## src/rtl/mux_scan_sequencer.sv

```systemverilog
// Sweeps mux SELECT across all channels, samples MUX_OUT after a settle time, and delivers the word via valid/ready.
// Optional macro SCAN_MASK_EN adds ch_mask_i to skip disabled channels.
module mux_scan_sequencer #(
  parameter int NUM_CH        = 4,
  parameter int SEL_W         = 2,
  parameter int SETTLE_CYCLES = 1
) (
  input  logic              clk_i,
  input  logic              rst_n_i,
  input  logic              start_i,
  input  logic              mux_out_i,
`ifdef SCAN_MASK_EN
  input  logic [NUM_CH-1:0] ch_mask_i,
`endif
  output logic [SEL_W-1:0]  select_o,
  output logic              busy_o,
  output logic [NUM_CH-1:0] scan_data_o,
  output logic              scan_valid_o,
  input  logic              scan_ready_i,
  output logic              start_err_o
);

  localparam int CNT_W = 4;
  localparam logic [CNT_W-1:0] SETTLE_V = CNT_W'(SETTLE_CYCLES);

  typedef enum logic [1:0] {S_IDLE, S_SCAN, S_VALID} state_e;

  state_e             state_q, state_d;
  logic [SEL_W-1:0]   ch_q, ch_d;
  logic [CNT_W-1:0]   cnt_q, cnt_d;
  logic [NUM_CH-1:0]  work_q, work_d;
  logic [SEL_W-1:0]   sel_q, sel_d;
  logic [NUM_CH-1:0]  data_q, data_d;
  logic               valid_q, valid_d;
  logic               busy_q, busy_d;
  logic               err_q, err_d;

  logic [NUM_CH-1:0]  start_mask;
  logic [NUM_CH-1:0]  scan_mask;

`ifdef SCAN_MASK_EN
  logic [NUM_CH-1:0]  mask_q;

  assign start_mask = ch_mask_i;
  assign scan_mask  = mask_q;

  always_ff @(posedge clk_i or negedge rst_n_i) begin
    if (!rst_n_i) begin
      mask_q <= '0;
    end else if (state_q == S_IDLE && start_i) begin
      mask_q <= ch_mask_i;
    end
  end
`else
  assign start_mask = '1;
  assign scan_mask  = '1;
`endif

  logic             first_vld;
  logic [SEL_W-1:0] first_ch;
  logic             next_vld;
  logic [SEL_W-1:0] next_ch;
  logic             capture;

  // Descending loops so the lowest qualifying channel wins.
  always_comb begin
    first_vld = 1'b0;
    first_ch  = '0;
    next_vld  = 1'b0;
    next_ch   = '0;
    for (int i = NUM_CH - 1; i >= 0; i--) begin
      if (start_mask[i]) begin
        first_vld = 1'b1;
        first_ch  = SEL_W'(i);
      end
      if (scan_mask[i] && (i > int'(ch_q))) begin
        next_vld = 1'b1;
        next_ch  = SEL_W'(i);
      end
    end
  end

  assign capture = (cnt_q == '0);

  always_ff @(posedge clk_i or negedge rst_n_i) begin
    if (!rst_n_i) begin
      state_q <= S_IDLE;
    end else begin
      state_q <= state_d;
    end
  end

  always_comb begin
    state_d = state_q;
    case (state_q)
      S_IDLE:  if (start_i) state_d = S_SCAN;
      S_SCAN:  if (capture && !next_vld) state_d = S_VALID;
      S_VALID: if (scan_ready_i) state_d = S_IDLE;
      default: state_d = S_IDLE;
    endcase
  end

  always_comb begin
    ch_d    = ch_q;
    cnt_d   = cnt_q;
    work_d  = work_q;
    sel_d   = sel_q;
    data_d  = data_q;
    valid_d = valid_q;
    busy_d  = busy_q;
    // A START coinciding with the handshake is silently dropped.
    err_d   = start_i && ((state_q == S_SCAN) ||
                          (state_q == S_VALID && !scan_ready_i));
    case (state_q)
      S_IDLE: begin
        if (start_i) begin
          ch_d   = first_ch;
          sel_d  = first_ch;
          cnt_d  = first_vld ? SETTLE_V : '0;
          work_d = '0;
          busy_d = 1'b1;
        end
      end
      S_SCAN: begin
        if (!capture) begin
          cnt_d = cnt_q - 1'b1;
        end else begin
          if (scan_mask[ch_q]) work_d[ch_q] = mux_out_i;
          if (next_vld) begin
            ch_d  = next_ch;
            sel_d = next_ch;
            cnt_d = SETTLE_V;
          end else begin
            data_d  = work_d;
            valid_d = 1'b1;
            sel_d   = '0;
            ch_d    = '0;
          end
        end
      end
      S_VALID: begin
        if (scan_ready_i) begin
          valid_d = 1'b0;
          busy_d  = 1'b0;
        end
      end
      default: ;
    endcase
  end

  always_ff @(posedge clk_i or negedge rst_n_i) begin
    if (!rst_n_i) begin
      ch_q    <= '0;
      cnt_q   <= '0;
      work_q  <= '0;
      sel_q   <= '0;
      data_q  <= '0;
      valid_q <= 1'b0;
      busy_q  <= 1'b0;
      err_q   <= 1'b0;
    end else begin
      ch_q    <= ch_d;
      cnt_q   <= cnt_d;
      work_q  <= work_d;
      sel_q   <= sel_d;
      data_q  <= data_d;
      valid_q <= valid_d;
      busy_q  <= busy_d;
      err_q   <= err_d;
    end
  end

  assign select_o     = sel_q;
  assign busy_o       = busy_q;
  assign scan_data_o  = data_q;
  assign scan_valid_o = valid_q;
  assign start_err_o  = err_q;

endmodule

```

## config.mk

```make
export PLATFORM = sky130hd
export DESIGN_NAME = mux_scan_sequencer
export DESIGN_NICKNAME = d
export VERILOG_FILES = /design/src/rtl/mux_scan_sequencer.sv
export SDC_FILE = /design/constraint.sdc
export NUM_CORES = 1
export LEC_CHECK = 0
export CAP_MARGIN = 20
export CORE_ASPECT_RATIO = 1.1
export CORE_MARGIN = 2
export CORE_UTILIZATION = 52
export CTS_CLUSTER_SIZE = 28
export DETAILED_ROUTE_END_ITERATION = 12
export HOLD_SLACK_MARGIN = 0.15
export PLACE_DENSITY = 0.81
export SLEW_MARGIN = 20
export SYNTH_ARGS = -nofsm -noshare
export SYNTH_HDL_FRONTEND = slang
export SYNTH_SLANG_ARGS = --single-unit
```

## constraint.sdc

```tcl
create_clock -name clk_i -period 2.1 [get_ports clk_i]
set_clock_uncertainty 0.15 [all_clocks]
set_input_delay 0.315 -clock clk_i [delete_from_list [all_inputs] [get_ports clk_i]]
set_output_delay 0.315 -clock clk_i [all_outputs]
set_load 0.01 [all_outputs]
```

==> qor.csv <==
metric,value,unit
flow.area_growth_from_synthesis,17.8,%
fin_crit_sh,0.861,
synth_top_area_frac,0.470,
ant_nets,0,
synth_area,0.00101,sq mm
yosysSeqAreaShare,0.470,
synthTopCellsByArea,"dfrtp_1 (47%), ha_1 (8.7%), mux2_4 (5.9%)",
critical_path_class,reg -> out,
max-slew-margin-rel,0.731,
multi_input_area,495,sq um
synth_most_common_cell,dfrtp_1,
outcome,"complete, no violations",
crit_buf_inv,1,
synthesis.nets,105,
ys_warn_count,0,
gr-usage-all-layers,0.174,
gp_congestion,0.789,
critical_path_arrival,1.34,ns
wl_per_cell,14.2,um
clkTransAtPathRegs,0.10,ns
overflow,0,
irDropWorstVdd,0.790,mV
ff_latch_area,475,sq um
hold_class,in -> async,
synth-async-reset-ratio,1.00,
antenna_found_initial,0,
worst_pin_slew,0.404,ns
cts_sinks,19,
n_fill_cell,139,
finalHoldViolCount,0,
required,1.63,ns
post_cts_buffers,0,
grt_max_degree,20,
grt_pass1_wl,2950,um
coreArea,0.00180,sq mm
yosysUniqueCellTypes,28,
rsz0062_at_grt,false,
num_rows,16,
crit_path_end_kind,output port,
path_cells,clkdlybuf4s50_1,
grt_pass1_vias,686,
drv_cap,0,
drc,0,
h-tree-depth,1,
fmaxAchievable,0.553,GHz
drtIter0Drc,10,
viasPerCell,5.65,
setup-tns-final,0,ns
n_antenna_cell,0,
clk-insertion-delay-late,0.29,ns
drv_slew,0,
critPathMaxFanout,7,
portBuffers,13,
cts_tree,built,
cp_slowest_cell,clkdlybuf4s50_1,
synth.avg_cell_area,10.9,sq um
place_area,0.00116,sq mm
cpPeakStageDelay,0.58,ns
ys_ff_latch,19,
synth_flop_cell,dfrtp_1,
synthCells,93,
io_pins,14,
fin_util,0.661,
clock_path_buffers,2,
die_w,46.0,um
setup_viol,0,
leakagePower,0.561,nW
final_layout_size_suffix_gt1_frac,0.164,
crit_family,buffers and inverters,
start_util,0.561,
synth_common_cells,"dfrtp_1 (19), o21ai_0 (9), nand2_1 (8)",
dieArea,0.00231,sq mm
synth_edf_count,0,
min_period,1.81,ns
cts-root-buf,clkbuf_4,
vias,723,
firstDrtPassIters,3,
cts_hold_buf,0,
yosysTopAreaCell,dfrtp_1,
p_per_area,1270,mW/mm^2
die_y,50.2,um
cts_buffers,3,
cp-start-kind,flip-flop,
cts_resized,0,
post-route-cell-area,0.00119,sq mm
wl,1820,um
fin_nets,123,
dp_hpwl,1370,um
==> cell type report <==
class                   count  area share
flip-flops and latches     19       0.399
inverters                   5      0.0158
multi-input cells          66       0.416
repair buffers             16       0.128
clock buffers               4      0.0221
well taps                  18      0.0189
==> metal layers <==
layer  track usage  part of all wire  wire length [um]
met1         0.229              0.45               814
met5             0                 0                 0
met2         0.273              0.50               912
met4        0.0857             0.027                49
met3        0.0216             0.024                44
==> layout by cell type (no fill, tap or decap), drive strengths merged <==
| master | instances |
|---|---|
| a21o | 1 |
| o31ai | 1 |
| o21ai | 10 |
| and3 | 5 |
| ha | 7 |
| a21oi | 3 |
| a32o | 1 |
| inv | 5 |
| mux2 | 8 |
| clkbuf | 4 |
| clkdlybuf4s50 | 13 |
| o21bai | 2 |
| and2 | 1 |
| o22ai | 1 |
| buf | 3 |
| nand2 | 8 |
| dfrtp | 19 |
| nor4 | 1 |
| or3b | 1 |
| o21ba | 1 |
| nor2b | 2 |
| nand4 | 4 |
| nor3 | 1 |
| nand2b | 3 |
| o2bb2ai | 2 |
| nor2 | 3 |
==> cell families after synthesis <==
| group | share of synthesized area |
|---|---|
| AOI/OAI and AO/OA | 0.137 |
| adders and majority gates | 0.0866 |
| buffers and inverters | 0.0396 |
| DFF | 0.470 |
| muxes | 0.104 |
| and+or+nand+nor | 0.162 |
==> power by group <==
| part | switching, W | internal (W) |
|---|---|---|
| Clock | 0.000105 | 0.0000738 |
| Combinational | 0.000358 | 0.000395 |
| Sequential | 0.000107 | 0.000478 |
| Total | 0.000570 | 0.000947 |
==> metrics by stage <==
step,total power (W),cells,hold slack (ns),worst slack [ns]
after floorplan,0.00108,93,-0.131,0.492
after global placement,0.00131,124,0.346,0.299
after detailed placement,0.00134,124,0.348,0.272
after CTS,0.00152,128,0.205,0.279
after global routing,0.00164,128,0.210,0.219
final,0.00152,128,0.198,0.292
==> state kept, by name (all words and copies together) (netlist names) <==
name	count
scan_valid_o	1
start_err_o	1
busy_o	1
scan_data_o	4
state_q	2
work_q	4
cnt_q	4
select_o	2
==> worst paths after layout <==
kind                              start              to  slack, ns  depth (start not counted)
max                         select_o[1]     select_o[1]       0.29                          1
min                             rst_n_i       work_q[3]       0.20                          2
max reg2reg                    cnt_q[0]  scan_data_o[0]       0.32                          3
min reg2reg                scan_valid_o    scan_valid_o       0.37                          2
max in group asynchronous       rst_n_i        cnt_q[0]       1.40                          2
min in group clk_i         scan_valid_o    scan_valid_o       0.37                          2
Note: power is estimated with default switching activity, not from simulation.
